$ cat src/rtl/idex_stage.sv
// ID/EX pipeline register for the pipelined LEGv8 core.
// It also detects load-use hazards, inserts bubbles and counts stall cycles.
module idex_stage #(
  parameter int unsigned OPCODESIZE  = 11,
  parameter int unsigned REGADDRSIZE = 5,
  parameter int unsigned WORDSIZE    = 64,
  parameter int unsigned XZR         = 31,
  parameter int unsigned CNTSIZE     = 32
) (
  input  logic                   clk,
  input  logic                   rst,
  input  logic                   id_valid,
  input  logic [OPCODESIZE-1:0]  id_opcode,
  input  logic [REGADDRSIZE-1:0] id_ra,
  input  logic [REGADDRSIZE-1:0] id_rb,
  input  logic [REGADDRSIZE-1:0] id_rd,
  input  logic                   id_usesa,
  input  logic                   id_usesb,
  input  logic                   id_regwrite,
  input  logic                   id_memread,
  input  logic                   id_memwrite,
  input  logic [WORDSIZE-1:0]    id_dataa,
  input  logic [WORDSIZE-1:0]    id_datab,
  input  logic [WORDSIZE-1:0]    id_imm,
  input  logic [WORDSIZE-1:0]    id_pc,
  input  logic                   flush,
  output logic                   stall,
  output logic                   idex_valid,
  output logic [OPCODESIZE-1:0]  idex_opcode,
  output logic [REGADDRSIZE-1:0] idex_ra,
  output logic [REGADDRSIZE-1:0] idex_rb,
  output logic [REGADDRSIZE-1:0] idex_rd,
  output logic                   idex_regwrite,
  output logic                   idex_memread,
  output logic                   idex_memwrite,
  output logic [WORDSIZE-1:0]    idex_dataa,
  output logic [WORDSIZE-1:0]    idex_datab,
  output logic [WORDSIZE-1:0]    idex_imm,
  output logic [WORDSIZE-1:0]    idex_pc,
  output logic [CNTSIZE-1:0]     stall_cycles
);

  localparam logic [REGADDRSIZE-1:0] XzrIdx = REGADDRSIZE'(XZR);

  logic                   valid_q, valid_d;
  logic [OPCODESIZE-1:0]  opcode_q, opcode_d;
  logic [REGADDRSIZE-1:0] ra_q, ra_d;
  logic [REGADDRSIZE-1:0] rb_q, rb_d;
  logic [REGADDRSIZE-1:0] rd_q, rd_d;
  logic                   regwrite_q, regwrite_d;
  logic                   memread_q, memread_d;
  logic                   memwrite_q, memwrite_d;
  logic [WORDSIZE-1:0]    dataa_q, dataa_d;
  logic [WORDSIZE-1:0]    datab_q, datab_d;
  logic [WORDSIZE-1:0]    imm_q, imm_d;
  logic [WORDSIZE-1:0]    pc_q, pc_d;
  logic [CNTSIZE-1:0]     cnt_q, cnt_d;

  logic hazard_a, hazard_b, load_in_ex, capture;

  // Only a live load with a real destination can create a load-use hazard.
  assign load_in_ex = valid_q && memread_q && (rd_q != XzrIdx);
  assign hazard_a   = id_usesa && (id_ra == rd_q);
  assign hazard_b   = id_usesb && (id_rb == rd_q);
  assign stall      = !flush && id_valid && load_in_ex && (hazard_a || hazard_b);
  assign capture    = !flush && !stall && id_valid;

  always_comb begin
    valid_d    = 1'b0;
    opcode_d   = '0;
    ra_d       = '0;
    rb_d       = '0;
    rd_d       = XzrIdx;
    regwrite_d = 1'b0;
    memread_d  = 1'b0;
    memwrite_d = 1'b0;
    dataa_d    = '0;
    datab_d    = '0;
    imm_d      = '0;
    pc_d       = '0;
    if (capture) begin
      valid_d    = 1'b1;
      opcode_d   = id_opcode;
      ra_d       = id_ra;
      rb_d       = id_rb;
      rd_d       = id_rd;
      regwrite_d = id_regwrite;
      memread_d  = id_memread;
      memwrite_d = id_memwrite;
      dataa_d    = id_dataa;
      datab_d    = id_datab;
      imm_d      = id_imm;
      pc_d       = id_pc;
    end
  end

  always_comb begin
    cnt_d = cnt_q;
    if (stall && (cnt_q != '1)) begin
      cnt_d = cnt_q + CNTSIZE'(1);
    end
  end

  always_ff @(posedge clk) begin
    if (rst) begin
      valid_q    <= 1'b0;
      opcode_q   <= '0;
      ra_q       <= '0;
      rb_q       <= '0;
      rd_q       <= XzrIdx;
      regwrite_q <= 1'b0;
      memread_q  <= 1'b0;
      memwrite_q <= 1'b0;
      dataa_q    <= '0;
      datab_q    <= '0;
      imm_q      <= '0;
      pc_q       <= '0;
      cnt_q      <= '0;
    end else begin
      valid_q    <= valid_d;
      opcode_q   <= opcode_d;
      ra_q       <= ra_d;
      rb_q       <= rb_d;
      rd_q       <= rd_d;
      regwrite_q <= regwrite_d;
      memread_q  <= memread_d;
      memwrite_q <= memwrite_d;
      dataa_q    <= dataa_d;
      datab_q    <= datab_d;
      imm_q      <= imm_d;
      pc_q       <= pc_d;
      cnt_q      <= cnt_d;
    end
  end

  assign idex_valid    = valid_q;
  assign idex_opcode   = opcode_q;
  assign idex_ra       = ra_q;
  assign idex_rb       = rb_q;
  assign idex_rd       = rd_q;
  assign idex_regwrite = regwrite_q;
  assign idex_memread  = memread_q;
  assign idex_memwrite = memwrite_q;
  assign idex_dataa    = dataa_q;
  assign idex_datab    = datab_q;
  assign idex_imm      = imm_q;
  assign idex_pc       = pc_q;
  assign stall_cycles  = cnt_q;

endmodule

$ cat config.mk
export PLATFORM = sky130hd
export DESIGN_NAME = idex_stage
export DESIGN_NICKNAME = d
export VERILOG_FILES = /design/src/rtl/idex_stage.sv
export SDC_FILE = /design/constraint.sdc
export NUM_CORES = 1
export LEC_CHECK = 0
export ABC_AREA = 1
export BUFFER_PORTS_ARGS = -buffer_cell sky130_fd_sc_hd__buf_2
export CORE_AREA = 8 8 232 234
export DETAILED_ROUTE_END_ITERATION = 6
export DIE_AREA = 0 0 240 242
export SYNTH_ARGS = -nofsm -noshare
export SYNTH_HDL_FRONTEND = slang
export SYNTH_SLANG_ARGS = --single-unit
$ cat constraint.sdc
create_clock -name clk -period 2.7 [get_ports clk]
set_clock_uncertainty 0.15 [all_clocks]
set_input_delay 0.27 -clock clk [delete_from_list [all_inputs] [get_ports clk]]
set_output_delay 0.27 -clock clk [all_outputs]
set_load 0.05 [all_outputs]
==> flow_summary.toml, run 1 <==
[pwr]
combPwrFrac_pct = 12.3
seqPwrFrac_pct = 43.5
peakVddDrop_mv = 0.4491
power_switching_uw = 2854
pwr-share-clk_pct = 44.1
p_int_uw = 8272
p_per_area_nw_per_um2 = 607.6
switching_share_pct = 25.65
leakagePower_uw = 0.01003

[global_route]
overflow = 0
grt_pass1_wl_mm = 71.41
grt_max_degree = 41
track_usage_pct = 16.06
antenna_found_initial = 7
grt_pass1_vias = 11450

[floorplanning]
die_w_um = 240
initial_core_util_pct = 20.73
core_area_sq_um = 50470
dieHeight_um = 242
die_area_sq_um = 58080
io_pins = 610
rows = 83

[sta]
max_slew_margin_pct = 72.42
rsz0062_at_grt = "false"
post-route-min-period_ns = 2.446
max_freq_ghz = 0.4089
post-route-period-util_pct = 90.58
layout_setup_ws_ns = 0.2544
fin_hold_ws_ns = 0.08894
maxSlewViolCount = 0
worst_pin_slew_ns = 0.4122
setup_tns_ns = 0
setup_viol = 0
hold_violations = 0

[synthesis]
synthArstFlopShare_pct = 0
avgSynthCellArea_sq_um = 8.187
yosys_register_bits = 318
ys.flop_type = "dfxtp_1"
synth_edf_count = 0
ys_seq_area_share_pct = 60.85
synth_top_area_share_pct = 60.85
yosysTopAreaCell = "dfxtp_1"
syn-num-nets = 1570
syn-cell-area_sq_um = 10460
yosys_warnings = 0
synthCells = 1278
synth_most_common_cell = "nor2_1"
ys_types = 27
synth_common_cells = "nor2_1 (341), dfxtp_1 (318), inv_1 (290)"
yosys-top-cells-area = "dfxtp_1 (61%), nor2_1 (12%), inv_1 (10%)"

[clock_network]
cts_sinks = 318
clockBufferDepth = 3
cts_setup_buffers = 0
cts_buffers = 37
cts_tree = "yes"
clkTransAtPathRegs_ns = 0.06
hold_buffers = 285
ctsResizeCount = 0
h-tree-depth = 2
cts-root-buf = "clkbuf_16"
clk_latency_ns = 0.54

[place]
place_congestion = 0.8767
io_buffer_count = 609
place_ws_ns = 0.3310
dp_hpwl_mm = 35.78

[routing]
post_drt_wl_per_cell_um = 16.82
drt-initial-drc-count = 480
vias = 10890
viasPerCell = 3.758
drc = 0
dr.pass1.iters = 4
postRouteWirelength_mm = 48.73
ant_nets = 0

[final_layout]
syn2layout_area_growth_pct = 74.99
fin_util_pct = 36.28
drive_above_1_share_pct = 31.86
layout.nets = 2479

[critical_path]
crit_path_max_incr_delay_ns = 0.44
path_cells = "inv_1, nand2_1, nand2_1, nor2_1, nand3_2, a21oi_4, buf_2"
crit-reg2reg-launch = "stall_cycles[0]"
critPathLaunch = "idex_rd[2]"
critPathMostFrequentCell = "nand2_1"
arrival_ns = 2.03
worst-path-max-fanout = 5
end_kind = "output port"
crit_type = "register to output port"
cpMaxStageDelayCell = "dfxtp_1"
start_kind = "register"
cp.required_ns = 2.28

[hold_path]
min_from = "rst"
hold_class = "input pin to register"

[run]
cap_viol_max_count = 0

[run_status]
status = "complete, no violations"
==> cell families after synthesis <==
kind of cell             count (synthesis)  synth area share, %
buffers and inverters                  338                13.62
AO/OA/AOI/OAI                           33                1.686
flip-flops                             318                60.85
adder cells (fa/ha/maj)                  1               0.1196
XOR/XNOR                                15                1.256
AND/OR/NAND/NOR                        573                22.47
==> through the flow <==
| stage | total power, uW | cells | cell area [sq um] |
|---|---|---|---|
| 2_1_floorplan | 5542 | 1278 | 10460 |
| 3_3_place_gp | 5952 | 2543 | 14260 |
| 4_1_cts | 11310 | 2890 | 18290 |
| 5_1_grt | 11590 | 2894 | 18300 |
| 6_report | 11130 | 2897 | 18310 |
| 3_5_place_dp | 5960 | 2543 | 14260 |
==> cell type report <==
cell class | count | area (sq um)
fillers | 5062 | 32160
multi-input cells | 622 | 2685
repair buffers | 913 | 6106
inverters | 295 | 1107
well taps | 680 | 850.8
flip-flops and latches | 318 | 6366
diodes | 7 | 17.52
clock inverters | 11 | 137.6
clock buffers | 51 | 1039
==> flip-flops by register name, indices dropped and copies added, names as in the netlist <==
register	count
idex_dataa	64
idex_datab	64
idex_imm	64
idex_pc	64
stall_cycles	32
idex_opcode	11
idex_ra	5
idex_rb	5
idex_rd	5
idex_memread	1
idex_memwrite	1
idex_regwrite	1
idex_valid	1
==> placed cells by master, fill, tap and decap left out, drive strengths merged <==
master       instances
nor2               344
nand3b              16
clkinvlp             1
dlygate4sd3        285
inv                298
bufinv               2
or2                  5
a21oi               33
clkbuf              51
buf                628
nor3                 1
nand3               32
dfxtp              318
clkinv               5
ha                   1
xor2                10
nand2              167
nand4                7
and2                 1
xnor2                5
diode                7
==> per-layer routing <==
metal | track usage [%] | part of all wire, % | up-vias
li1 | - | - | 5462
met1 | 17.00 | 38 | 4920
met2 | 28.86 | 50 | 418
met3 | 4.959 | 8.1 | 88
met4 | 7.102 | 4.4 | 0
met5 | 0 | 0 | -
==> path summary, 6_finish.rpt <==
path | end | slack [ns] | cells after the start
setup / recovery | stall | 0.25 | 7
hold / removal | idex_dataa[48] | 0.09 | 4
setup reg to reg | stall_cycles[22] | 0.34 | 9
hold reg to reg | stall_cycles[30] | 0.37 | 2
==> power by group through the flow <==
stage / clock network [uW] / logic [uW] / registers (uW)
2_1_floorplan: 0 / 198 / 5340
3_3_place_gp: 0 / 1010 / 4940
3_5_place_dp: 0 / 1020 / 4940
4_1_cts: 5100 / 1370 / 4840
5_1_grt: 5280 / 1460 / 4850
6_report: 4910 / 1370 / 4840
==> worst max-delay path, delay by kind of cell, from the launching register on <==
kind | cells | cell delay, ns
flip-flops | 1 | 0.44
buffers and inverters | 2 | 0.41
AND/OR/NAND/NOR | 4 | 0.37
AO/OA/AOI/OAI | 1 | 0.28
No activity file was read; power rests on OpenSTA's default activity.
==> run 2, diff against run 1 <==
--- a/config.mk
+++ b/config.mk
@@ -6,10 +6,11 @@
 export NUM_CORES = 1
 export LEC_CHECK = 0
 export ABC_AREA = 1
-export BUFFER_PORTS_ARGS = -buffer_cell sky130_fd_sc_hd__buf_2
 export CORE_AREA = 8 8 232 234
 export DETAILED_ROUTE_END_ITERATION = 6
 export DIE_AREA = 0 0 240 242
+export DONT_BUFFER_PORTS = 1
+export GPL_TIMING_DRIVEN = 0
 export SYNTH_ARGS = -nofsm -noshare
 export SYNTH_HDL_FRONTEND = slang
 export SYNTH_SLANG_ARGS = --single-unit
==> run 2 against run 1 <==
Against the previous run:
- register-to-register slack worse by 0.13 ns
- global-route usage fell by 0.54 points
- setup slack worse by 0.12 ns
- first-iteration DRC count decreased by 11%
- power is 0.26% lower
- non-clock buffer count is 583 lower
- combinational power decreased by 53%
- sequential power rose by 9.3%
- cell count fell by 20%
- sequential share of layout area is 6.5 points higher
- critical endpoint unchanged
- largest cell class unchanged
==> flow_summary.toml, run 2 (synthesized netlist as in run 1, its figures left out) <==
[clock_network]
clockBufferDepth = 3
cts_buffers = 35
cts_tree = "yes"
cts_sinks = 318
clkTransAtPathRegs_ns = 0.06
h-tree-depth = 2
clk_latency_ns = 0.52
cts-root-buf = "clkbuf_16"

[hold_path]
min_from = "flush"
hold-path-cell-count = 7
whs_endpoint = "stall_cycles[11]"
hold_class = "input pin to register"

[floorplanning]
die_area_sq_um = 58080
io_pins = 610
rows = 83
dieHeight_um = 242
die_w_um = 240
core_area_sq_um = 50470
initial_core_util_pct = 20.73

[run_status]
status = "complete, no violations"

[place]
place_ws_ns = -0.3055
place_congestion = 0.9442
dp_hpwl_mm = 35.10
io_buffer_count = 0

[global_route]
track_usage_pct = 15.52
antenna_found_initial = 12
grt_pass1_wl_mm = 66.81
grt_max_degree = 15
overflow = 0
grt_pass1_vias = 9702

[routing]
post_drt_wl_per_cell_um = 20.70
postRouteWirelength_mm = 47.94
drt-initial-drc-count = 425
viasPerCell = 3.941
drc = 0
vias = 9128
ant_nets = 0
dr.pass1.iters = 5

[critical_path]
crit-reg2reg-launch = "stall_cycles[2]"
r2r_end = "stall_cycles[30]"
r2r_cells = 9
arrival_ns = 2.14
end_kind = "output port"
crit_type = "register to output port"
ff2ff_setup_slack_ns = 0.21
cp.required_ns = 2.28
start_kind = "register"
worst-path-max-fanout = 10

[sta]
setup_viol = 0
max_slew_margin_pct = 45.53
post-route-min-period_ns = 2.561
maxSlewViolCount = 0
worst_pin_slew_ns = 0.8160
setup_tns_ns = 0
post-route-period-util_pct = 94.84
fin_hold_ws_ns = 0.04634
max_freq_ghz = 0.3905
layout_setup_ws_ns = 0.1392
hold_violations = 0
rsz0062_at_grt = "false"

[final_layout]
syn2layout_area_growth_pct = 47.97
final_common_cell = "nor2_1"
final_cell_mix = "nor2_1 (341), dfxtp_1 (309), inv_1 (290), dlygate4sd3_1 (286), nand2_1 (164)"
layout.nets = 1894
drive_above_1_share_pct = 7.744
fin_util_pct = 30.67

[pwr]
p_per_area_nw_per_um2 = 716.8
peakVddDrop_mv = 0.3991
p_total_uw = 11100
leakagePower_uw = 0.007270

[run]
cap_viol_max_count = 0
-- run 2: layout make-up --
| cell class | instances | area [sq um] |
|---|---|---|
| antenna | 9 | 22.52 |
| clock inverter | 17 | 257.7 |
| sequential | 318 | 6392 |
| fill | 5100 | 34990 |
| multi-input combinational | 622 | 2676 |
| timing repair buffer | 287 | 2870 |
| buffer | 43 | 317.8 |
| inverter | 295 | 1107 |
| clock buffer | 45 | 985.9 |
| tap | 680 | 850.8 |
-- run 2: what timing repair did --
| action | in CTS | in global routing |
|---|---|---|
| setup buffers | 1 | 0 |
| endpoints found under the setup margin | 276 | 110 |
| pin swaps | 1 | 1 |
| hold buffers | 286 | 0 |
| hold endpoints to repair | 287 | 0 |
| gates resized for setup | 10 | 6 |
-- run 2: power by group --
part           switching (uW)  internal [uW]
clock                    1980           3170
sequential                488           4800
combinational             291            359
total                    2760           8330
-- run 2: how the worst max path moves through the flow --
| stage | start | to | slack (ns) | cells after the start |
|---|---|---|---|---|
| final | idex_rd[2] | stall | 0.14 | 7 |
| after global routing | idex_rd[4] | stall | 0.009 | 7 |
| after CTS | idex_rd[1] | stall | 0.007 | 7 |
| after detailed placement | idex_rd[2] | idex_imm[34] | -0.31 | 11 |
| after global placement | idex_rd[2] | idex_imm[29] | -0.35 | 11 |
| after floorplan | stall_cycles[0] | stall_cycles[5] | 0.38 | 9 |
-- run 2: stage by stage --
stage               area [sq um]  std cells
finish                     15480       2316
global route               15470       2311
CTS                        15440       2307
detailed placement         11310       1958
global placement           11310       1958
floorplan                  10460       1278
-- run 2: critical path, cell delays in order (launching register included) --
cell,delay (ns)
dfxtp_4,0.48
inv_1,0.08
nand2_1,0.07
nand2_1,0.05
nor2_1,0.13
nand3_2,0.17
a21oi_4,0.36
buf_6,0.26
-- run 2: metal layers --
metal,up-vias,part of all wire (%),track usage [%]
met5,-,0.11,0
met4,8,3.7,6.192
met3,107,9.8,5.778
met2,509,51,28.18
met1,4204,36,15.86
li1,4300,-,-
